===== src/rtl/dvi_pkg.sv =====
// Shared encodings, widths and colour constants for the DVI pattern source.
package dvi_pkg;

  localparam int COL_W = 11;
  localparam int ROW_W = 10;
  localparam int CMP_W = 12;

  typedef enum logic [1:0] {
    MODE_BARS  = 2'd0,
    MODE_CHECK = 2'd1,
    MODE_GRAD  = 2'd2,
    MODE_BOX   = 2'd3
  } mode_e;

  typedef logic [23:0] rgb_t;

  localparam rgb_t WHITE   = 24'hFFFFFF;
  localparam rgb_t YELLOW  = 24'hFFFF00;
  localparam rgb_t CYAN    = 24'h00FFFF;
  localparam rgb_t GREEN   = 24'h00FF00;
  localparam rgb_t MAGENTA = 24'hFF00FF;
  localparam rgb_t RED     = 24'hFF0000;
  localparam rgb_t BLUE    = 24'h0000FF;
  localparam rgb_t BLACK   = 24'h000000;

  function automatic rgb_t bar_colour(input logic [2:0] idx);
    case (idx)
      3'd0:    return WHITE;
      3'd1:    return YELLOW;
      3'd2:    return CYAN;
      3'd3:    return GREEN;
      3'd4:    return MAGENTA;
      3'd5:    return RED;
      3'd6:    return BLUE;
      default: return BLACK;
    endcase
  endfunction

endpackage


===== src/rtl/dvi_box_motion.sv =====
// One axis of the bouncing box: position and direction, stepped once per frame
// when step_en_i is high; clamps to the edge and reverses on contact.
module dvi_box_motion
  import dvi_pkg::*;
#(
  parameter int LIMIT = 1280,
  parameter int SIZE  = 64,
  parameter int STEP  = 4,
  parameter int W     = 11
) (
  input  logic         clk,
  input  logic         rst,
  input  logic         step_en_i,
  output logic [W-1:0] pos_o
);

  localparam logic [CMP_W-1:0] LIMIT_C = CMP_W'(LIMIT);
  localparam logic [CMP_W-1:0] SIZE_C  = CMP_W'(SIZE);
  localparam logic [CMP_W-1:0] STEP_C  = CMP_W'(STEP);

  logic [W-1:0]     pos_q, pos_d;
  logic             fwd_q, fwd_d;
  logic [CMP_W-1:0] pos_ext;

  assign pos_ext = CMP_W'(pos_q);

  always_comb begin
    pos_d = pos_q;
    fwd_d = fwd_q;
    if (step_en_i) begin
      if (fwd_q) begin
        if (pos_ext + SIZE_C + STEP_C >= LIMIT_C) begin
          pos_d = W'(LIMIT - SIZE);
          fwd_d = 1'b0;
        end else begin
          pos_d = pos_q + W'(STEP);
        end
      end else begin
        if (pos_ext <= STEP_C) begin
          pos_d = '0;
          fwd_d = 1'b1;
        end else begin
          pos_d = pos_q - W'(STEP);
        end
      end
    end
  end

  always_ff @(posedge clk or negedge rst) begin
    if (!rst) begin
      pos_q <= '0;
      fwd_q <= 1'b1;
    end else begin
      pos_q <= pos_d;
      fwd_q <= fwd_d;
    end
  end

  assign pos_o = pos_q;

endmodule


===== src/rtl/dvi_pattern_gen.sv =====
// Test-pattern pixel source (bars/checker/gradient/bouncing box), RGB one cycle after address.
// Optional white alignment border on active-area edges when DVI_PATGEN_BORDER_EN is defined.
module dvi_pattern_gen
  import dvi_pkg::*;
#(
  parameter int H_ACTIVE   = 1280,
  parameter int V_ACTIVE   = 720,
  parameter int CHECK_LOG2 = 5,
  parameter int BOX_SIZE   = 64,
  parameter int BOX_STEP   = 4
) (
  input  logic        clk,
  input  logic        rst,
  input  logic [10:0] column_addr,
  input  logic [9:0]  row_addr,
  input  logic [1:0]  mode,
  output logic [7:0]  red,
  output logic [7:0]  green,
  output logic [7:0]  blue,
  output logic        frame_tick
);

  localparam int ADDR_W = ROW_W + COL_W;
  localparam int BAR_W  = H_ACTIVE / 8;

  localparam logic [CMP_W-1:0]  H_C      = CMP_W'(H_ACTIVE);
  localparam logic [CMP_W-1:0]  V_C      = CMP_W'(V_ACTIVE);
  localparam logic [CMP_W-1:0]  BOX_C    = CMP_W'(BOX_SIZE);
  localparam logic [ADDR_W-1:0] BOUNDARY = {ROW_W'(V_ACTIVE), COL_W'(0)};

  logic [ADDR_W-1:0] addr, prev_addr_q;
  logic              boundary;
  mode_e             active_mode_q, active_mode_d;
  logic [7:0]        frame_cnt_q, frame_cnt_d;
  rgb_t              rgb_q, rgb_d;
  logic              frame_tick_q;

  logic [CMP_W-1:0]  col_ext, row_ext, bx_ext, by_ext;
  logic              active, in_box, checker_bit;
  logic [2:0]        bar_idx;
  logic              bar_found;
  logic [COL_W-1:0]  box_x;
  logic [ROW_W-1:0]  box_y;

  assign addr    = {row_addr, column_addr};
  // Only the first cycle of a held boundary address counts as a new frame.
  assign boundary = (addr == BOUNDARY) && (prev_addr_q != BOUNDARY);

  assign col_ext = CMP_W'(column_addr);
  assign row_ext = CMP_W'(row_addr);
  assign bx_ext  = CMP_W'(box_x);
  assign by_ext  = CMP_W'(box_y);
  assign active  = (col_ext < H_C) && (row_ext < V_C);

  dvi_box_motion #(
    .LIMIT(H_ACTIVE), .SIZE(BOX_SIZE), .STEP(BOX_STEP), .W(COL_W)
  ) u_box_x (
    .clk(clk), .rst(rst), .step_en_i(boundary), .pos_o(box_x)
  );

  dvi_box_motion #(
    .LIMIT(V_ACTIVE), .SIZE(BOX_SIZE), .STEP(BOX_STEP), .W(ROW_W)
  ) u_box_y (
    .clk(clk), .rst(rst), .step_en_i(boundary), .pos_o(box_y)
  );

  // Compare chain instead of a divide; anything past the last full bar stays on bar 7.
  always_comb begin
    bar_idx   = 3'd7;
    bar_found = 1'b0;
    for (int k = 0; k < 7; k++) begin
      if (!bar_found && (col_ext < CMP_W'((k + 1) * BAR_W))) begin
        bar_idx   = 3'(k);
        bar_found = 1'b1;
      end
    end
  end

  assign checker_bit = column_addr[CHECK_LOG2] ^ row_addr[CHECK_LOG2];
  assign in_box = (col_ext >= bx_ext) && (col_ext < bx_ext + BOX_C) &&
                  (row_ext >= by_ext) && (row_ext < by_ext + BOX_C);

  always_comb begin
    rgb_d = BLACK;
    if (active) begin
      case (active_mode_q)
        MODE_BARS:  rgb_d = bar_colour(bar_idx);
        MODE_CHECK: rgb_d = checker_bit ? WHITE : BLACK;
        MODE_GRAD:  rgb_d = {column_addr[7:0], row_addr[7:0], frame_cnt_q};
        MODE_BOX:   rgb_d = in_box ? {frame_cnt_q, ~frame_cnt_q, 8'hFF} : BLACK;
        default:    rgb_d = BLACK;
      endcase
`ifdef DVI_PATGEN_BORDER_EN
      if ((col_ext == 0) || (col_ext == H_C - 1) || (row_ext == 0) || (row_ext == V_C - 1))
        rgb_d = WHITE;
`endif
    end
  end

  always_comb begin
    active_mode_d = active_mode_q;
    frame_cnt_d   = frame_cnt_q;
    if (boundary) begin
      active_mode_d = mode_e'(mode);
      frame_cnt_d   = frame_cnt_q + 8'd1;
    end
  end

  always_ff @(posedge clk or negedge rst) begin
    if (!rst) begin
      rgb_q         <= BLACK;
      frame_tick_q  <= 1'b0;
      active_mode_q <= MODE_BARS;
      frame_cnt_q   <= '0;
      prev_addr_q   <= '1;
    end else begin
      rgb_q         <= rgb_d;
      frame_tick_q  <= boundary;
      active_mode_q <= active_mode_d;
      frame_cnt_q   <= frame_cnt_d;
      prev_addr_q   <= addr;
    end
  end

  assign red        = rgb_q[23:16];
  assign green      = rgb_q[15:8];
  assign blue       = rgb_q[7:0];
  assign frame_tick = frame_tick_q;

endmodule


===== config.mk =====
export PLATFORM = sky130hd
export DESIGN_NAME = dvi_pattern_gen
export DESIGN_NICKNAME = d
export VERILOG_FILES = /design/src/rtl/dvi_pkg.sv /design/src/rtl/dvi_box_motion.sv /design/src/rtl/dvi_pattern_gen.sv
export SDC_FILE = /design/constraint.sdc
export NUM_CORES = 1
export LEC_CHECK = 0
export CAP_MARGIN = 20
export CORE_MARGIN = 4
export CORE_UTILIZATION = 30
export CTS_BUF_LIST = sky130_fd_sc_hd__clkbuf_8 sky130_fd_sc_hd__clkbuf_16
export DETAILED_ROUTE_END_ITERATION = 10
export GPL_TIMING_DRIVEN = 0
export HOLD_SLACK_MARGIN = 0.02
export SLEW_MARGIN = 40
export SYNTH_ARGS = -nofsm -noshare
export SYNTH_HDL_FRONTEND = slang
export SYNTH_HIERARCHICAL = 1
export SYNTH_SLANG_ARGS = --single-unit
export TNS_END_PERCENT = 20

===== constraint.sdc =====
create_clock -name clk -period 2.55 [get_ports clk]
set_input_delay 0.3825 -clock clk [delete_from_list [all_inputs] [get_ports clk]]
set_output_delay 0.3825 -clock clk [all_outputs]
set_load 0.02 [all_outputs]

# [Yosys cells after proc, flatten, opt, wreduce, memory -nomap -nowiden]
# Cells that the tools add are included.
[op_classes] addsub=9 magnitude_cmp=17 n_eq_ne=11 mux=30 n_bitwise=2 reduce_logical=19
[ops] op="24-bit case mux with 7 select lines" count=1
[ops] op="24-bit case mux with 4 select lines" count=1
[ops] op="24-bit 2-to-1 mux" count=3
[ops] op="11-bit by 10-bit < comparator with 1-bit output, second input constant" count=3
[ops] op="11-bit 2-to-1 mux" count=3
[ops] op="10-bit 2-to-1 mux" count=3
[ops] op="11-bit < comparator, second input constant" count=2
[ops] op="11-bit by 9-bit < comparator with 1-bit output, second input constant" count=2
[ops] op="21-bit equality test, second input constant" count=1
[ops] op="3-bit 2-to-1 mux" count=7
[ops] op="21-bit != test, second input constant" count=1
[ops] op="11-bit by 3-bit adder with 12-bit output, second input constant" count=1
[ops] op="11-bit by 7-bit adder with 12-bit output, second input constant" count=1
[ops] op="12-bit by 3-bit adder with 12-bit output, second input constant" count=1
[ops] op="12-bit by 10-bit >= comparator with 1-bit output, second input constant" count=1
[ops] op="12-bit by 11-bit >= comparator with 1-bit output, second input constant" count=1
[ops] op="11-bit by 12-bit < comparator with 1-bit output" count=1
[ops] op="1-bit 2-to-1 mux" count=12
[ops] op="10-bit by 7-bit adder with 11-bit output, second input constant" count=1
[ops] op="11-bit by 3-bit adder with 11-bit output, second input constant" count=1
[ops] op="11-bit >= comparator" count=1
[ops] op="11-bit by 3-bit <= comparator with 1-bit output, second input constant" count=1
[ops] op="1-bit logical AND" count=11
[ops] op="10-bit by 11-bit < comparator with 1-bit output" count=1
[ops] op="other kinds (18)" count=27
[totals] ff_bits=79 inputBits=25 word_cells=97

# [Longest topological paths before layout]
[logic_depth] ltp_word=24 depth_mapped=11

# [Hierarchy]
# Netlist, hierarchy kept.
[modules_own_cells] mod="dvi_pattern_gen" n_inst=1 cells_each=329 area_per_inst_um2=3251.9 seq_area_each_um2=1427.6
[modules_own_cells] mod="dvi_box_motion (u_box_x)" n_inst=1 cells_each=128 area_per_inst_um2=993.5 seq_area_each_um2=251.5
[modules_own_cells] mod="dvi_box_motion (u_box_y)" n_inst=1 cells_each=121 area_per_inst_um2=903.4 seq_area_each_um2=226.5

# [Worst setup path before layout]
# No wires, ideal clock.
[synth_path] kind="register to register" startpoint="register u_box_y.pos_q[6] (netlist: u_box_y/pos_o[6])" endpoint="register rgb_q[20]" arrival_time_ps=2551 required_ps=2454 slack_ps=-96 path_stages_with_launch=11 synth_period_minus_slack_ps=2646 path_cell_list="dfrtp_1 ha_1 xnor2_1 ha_1 nand4_1 a21oi_1 or4_1 or3b_1 buf_6 buf_6 o32ai_2"
[synth_between] elab_chain_len=6 elab_cells_between_ends=8 cone_classes="add/sub (1); order compare (2); mux (3); reduce/logical (2)"
[synth_lines] item="start: declaration" line="dvi_box_motion.sv:21" source="logic [W-1:0] pos_q, pos_d;"
[synth_lines] item="start signal: assignment" line="dvi_box_motion.sv:54" source="pos_q <= pos_d;"
[synth_lines] item="10-bit by 7-bit adder with 11-bit output / 10-bit >= comparator (equally long branches)" line="dvi_pattern_gen.sv:81" source="(row_ext >= by_ext) && (row_ext < by_ext + BOX_C);"
[synth_lines] item="10-bit by 11-bit < comparator with 1-bit output / 1-bit logical AND (equally long branches)" line="dvi_pattern_gen.sv:81, dvi_pattern_gen.sv:80"
[synth_lines] item="1-bit logical AND *" line="dvi_pattern_gen.sv:81"
[synth_lines] item="24-bit 2-to-1 mux *" line="dvi_pattern_gen.sv:90" source="MODE_BOX: rgb_d = in_box ? {frame_cnt_q, ~frame_cnt_q, 8'hFF} : BLACK;"
[synth_lines] item="24-bit case mux with 4 select lines *" line="dvi_pattern_gen.sv:86" source="case (active_mode_q)"
[synth_lines] item="24-bit 2-to-1 mux *" line="dvi_pattern_gen.sv:85" source="if (active) begin"
[synth_lines] item="net rgb_d[20]" line="dvi_pattern_gen.sv:35" source="rgb_t rgb_q, rgb_d;"
[synth_lines] item="end signal: assignment" line="dvi_pattern_gen.sv:117" source="rgb_q <= rgb_d;"
[synth_lines] item="end: declaration" line="dvi_pattern_gen.sv:35"
# The timed path passes the listed nets; every way through them passes the cells marked *.
# A chain may end at the register's enable or synchronous reset.

# [Worst setup path in the final report]
[layout_path] startpoint="register u_box_y.pos_q[6] (netlist: u_box_y/pos_o[6])" endpoint="register rgb_q[22]"
# The elaborated chain is that of the path after synthesis.

==> run_results.csv <==
group,metric,value,unit
job,maxCapViolCount,0,
power_and_ir_drop,ir_worst_vdd,289,uV
hold_path,hp-class,"in2reg",
cells_and_area,final_common_cell,"a21oi_1",
route,drc,0,
grt,overflow,0,
cells_and_area,fill_cells,1636,
sta,tightest_slew,805,ps
placement,dp_slack,-1050,ps
cells_and_area,n_antenna_cell,0,
grt,track_usage,14.9,%
route,drtIter0Drc,432,
cells_and_area,area_growth,25.5,%
run_status,status,"finished, violations left",
grt,grt_pass1_wl,24.0,mm
route,num_vias,4732,
worst_setup_path,arrival,2980,ps
die,core-area,16700,um^2
cts,clock-sinks,75,
logic_synthesis,async_reset_ff_share,100,%
cts,clockBufferDepth,2,
cells_and_area,fin_nets,712,
worst_setup_path,critPathSlowestCell,"or4_4",
logic_synthesis,netlist_instances,578,
logic_synthesis,ys_ff_latch,75,
die,rows,47,
cts,clock-root-buffer,"clkbuf_16",
sta,holdWs,286,ps
worst_setup_path,crit_buf_inv,1,
sta,post-route-min-period,2750,ps
worst_setup_path,worstPathCellList,"nand3_2 -> xnor2_2 -> ha_1 -> a21oi_1 -> a21boi_1 -> or4_4 -> or3b_4 -> buf_6 -> o32ai_2",
run_status,violations,"negative setup slack",
grt,grt_pass1_vias,4669,
power_and_ir_drop,pwr-share-seq,42.1,%
route,drt_pre_antenna_iters,6,
cts,worst_skew_pair.late_latency,340,ps
worst_setup_path,crit_family,"simple AND/OR/NAND/NOR gates",
power_and_ir_drop,leakagePower,2.61,nW
placement,numPortBuffers,49,
die,io_pins,50,
power_and_ir_drop,internal_power,2.21,mW
die,die_area,19300,um^2
route,antenna_left,0,
route,viasPerCell,5.42,
placement,place_congestion,0.883,
power_and_ir_drop,sw_frac_of_total,26.6,%
cts,cts_buffers,9,
sta,maxSlewViolCount,0,
power_and_ir_drop,power_frac_comb,13.8,%
cts,cts_tree,"built",
cells_and_area,drive_gt1_share,16.7,%
sta,finalClockSkew,12.0,ps
worst_setup_path,criticalPathCategory,"reg2reg",
die,die_height,139,um
logic_synthesis,avgSynthCellArea,8.91,um^2
sta,post-route-period-util,108,%
logic_synthesis,synth.distinct_cells,72,
grt,antenna_found_initial,0,
power_and_ir_drop,p_clk_share,44.1,%
sta,worst_slack,-200,ps
worst_setup_path,cp-start-kind,"register",
sta,max_slew_margin,46.1,%
worst_setup_path,slowest_delay,520,ps
die,initial_core_util,30.8,%
route,wl_per_cell,16.5,um
sta,fin_setup_tns,-3050,ps
logic_synthesis,yosysWarnings,6,
cells_and_area,instances_no_fill,873,
sta,fmax,364,MHz
logic_synthesis,yosysSeqAreaShare,37.0,%
route,wl,14.4,mm
power_and_ir_drop,finalPower,3.00,mW
sta,final_hold_viol_count,0,
placement,placedCellCount,850,
grt,grt_max_degree,57,
power_and_ir_drop,switchingPower,799,uW
worst_setup_path,required,2780,ps
logic_synthesis,synth_ff_type,"dfrtp_1",
worst_setup_path,end_kind,"register",
sta,setup_viol,30,
cts,cts_htree_levels,3,
cells_and_area,mostFrequentLayoutCells,"54 x a21oi_1, 49 x dfrtp_1, 38 x inv_1, 37 x nand2_1, 37 x ha_1",
power_and_ir_drop,power_density,465,nW/um^2
logic_synthesis,synth-edff-count,0,
logic_synthesis,syn_area,5150,um^2
sta,rsz0062_at_grt,"yes",
cts,cts.clk_slew.worst_paths,70,ps
placement,dpl.hpwl,10.6,mm
die,die_x,139,um
worst_setup_path,worstPathMaxFanout,10,
## metal layers
metal | global-route usage (%) | wire (um)
met2 | 24.5 | 7120
met4 | 5.97 | 344
met5 | 0 | 0
met3 | 3.10 | 876
met1 | 19.3 | 6060
## cell usage after synthesis (4+ instances only)
cell type / instances / area share (%)
inv_1: 38 / 2.8
or4_1: 8 / 1.2
nor4b_1: 4 / 0.68
o22ai_1: 8 / 0.97
nand2_1: 37 / 2.7
o21a_1: 7 / 1.0
o32ai_1: 5 / 0.85
xnor2_1: 15 / 2.6
nand4b_1: 4 / 0.68
a21o_1: 7 / 1.0
clkbuf_1: 20 / 1.5
o2111ai_1: 4 / 0.68
dfstp_2: 23 / 12
and3_1: 7 / 0.85
or3_1: 12 / 1.5
buf_4: 4 / 0.58
nand2b_1: 7 / 0.85
nand3_1: 19 / 1.8
nor4_1: 9 / 1.1
dfrtp_1: 52 / 25
a31oi_1: 9 / 1.1
o21ai_0: 19 / 1.8
a21oi_1: 57 / 5.5
a211oi_1: 5 / 0.73
nor3_1: 13 / 1.3
o21ai_1: 10 / 0.97
o211ai_1: 7 / 1.0
xor2_1: 4 / 0.68
ha_1: 39 / 9.5
nor2_1: 36 / 2.6
buf_2: 12 / 1.2
nand4_1: 12 / 1.5
## path summary, 6_finish.rpt
check,from,endpoint,slack [ps],depth (start not counted)
min in group asynchronous,rst,rgb_q[17]$_DFF_PN0_,470,2
max reg2reg,u_box_y/pos_o[6]$_DFFE_PN0P_,rgb_q[22]$_DFF_PN0_,-200,9
min,column_addr[3],prev_addr_q[3]$_DFF_PN1_,290,1
max,u_box_y/pos_o[6]$_DFFE_PN0P_,rgb_q[22]$_DFF_PN0_,-200,9
max in group asynchronous,rst,prev_addr_q[11]$_DFF_PN1_,1520,3
min reg2reg,frame_cnt_q[7]$_DFFE_PN0P_,frame_cnt_q[7]$_DFFE_PN0P_,580,1
## power by group through the flow
stage | Combinational (mW) | Sequential, mW | Clock [mW]
2_1_floorplan | 0.149 | 1.33 | 0
3_3_place_gp | 0.389 | 1.29 | 0
3_5_place_dp | 0.404 | 1.29 | 0
4_1_cts | 0.409 | 1.27 | 1.35
5_1_grt | 0.453 | 1.27 | 1.41
6_report | 0.415 | 1.27 | 1.32
## through the flow
step	util, %	cell area, um^2
finish	38.7	6460
CTS	38.2	6390
global route	38.7	6460
floorplan	-	5170
global placement	35.6	5940
detailed placement	35.8	5970
## cells by family (layout without fill, tap and decap cells)
group	count (synthesis)	after routing	synth area share (%)
AOI/OAI and AO/OA	171	171	22.3
xor gates and xnor gates	19	19	3.23
adders and majority gates	39	39	9.48
buffers and inverters	79	152	6.78
DFF	75	75	37.0
muxes	6	6	1.24
other	2	4	0.146
and+or+nand+nor	187	187	19.8
## area by class of cell
class                   instances  area (um^2)  share of cell area [%]
well taps                     220          275                    4.26
flip-flops and latches         75         1910                    29.5
clock inverters                 7         82.6                    1.28
clock buffers                   9          225                    3.48
multi-input cells             426         3040                    47.0
inverters                      39          146                    2.27
repair buffers                 59          582                    9.00
plain buffers                  38          204                    3.16
## what timing repair did
item / 4_1_cts / 5_1_grt
gates cloned: 0 / 0
hold buffers: 1 / 0
endpoints found under the setup margin: 43 / 41
setup buffers: 8 / 0
hold endpoints to repair: 8 / 0
gates resized for setup: 25 / 22
pin swaps: 5 / 9
## state kept, by name, indices dropped and copies added, names as in the netlist
register       flops
active_mode_q      2
u_box_x/fwd_q      1
u_box_y/pos_o      8
frame_tick         1
rgb_q             24
u_box_y/fwd_q      1
u_box_x/pos_o      9
frame_cnt_q        8
prev_addr_q       21
Note: power is estimated with default switching activity, not from simulation.
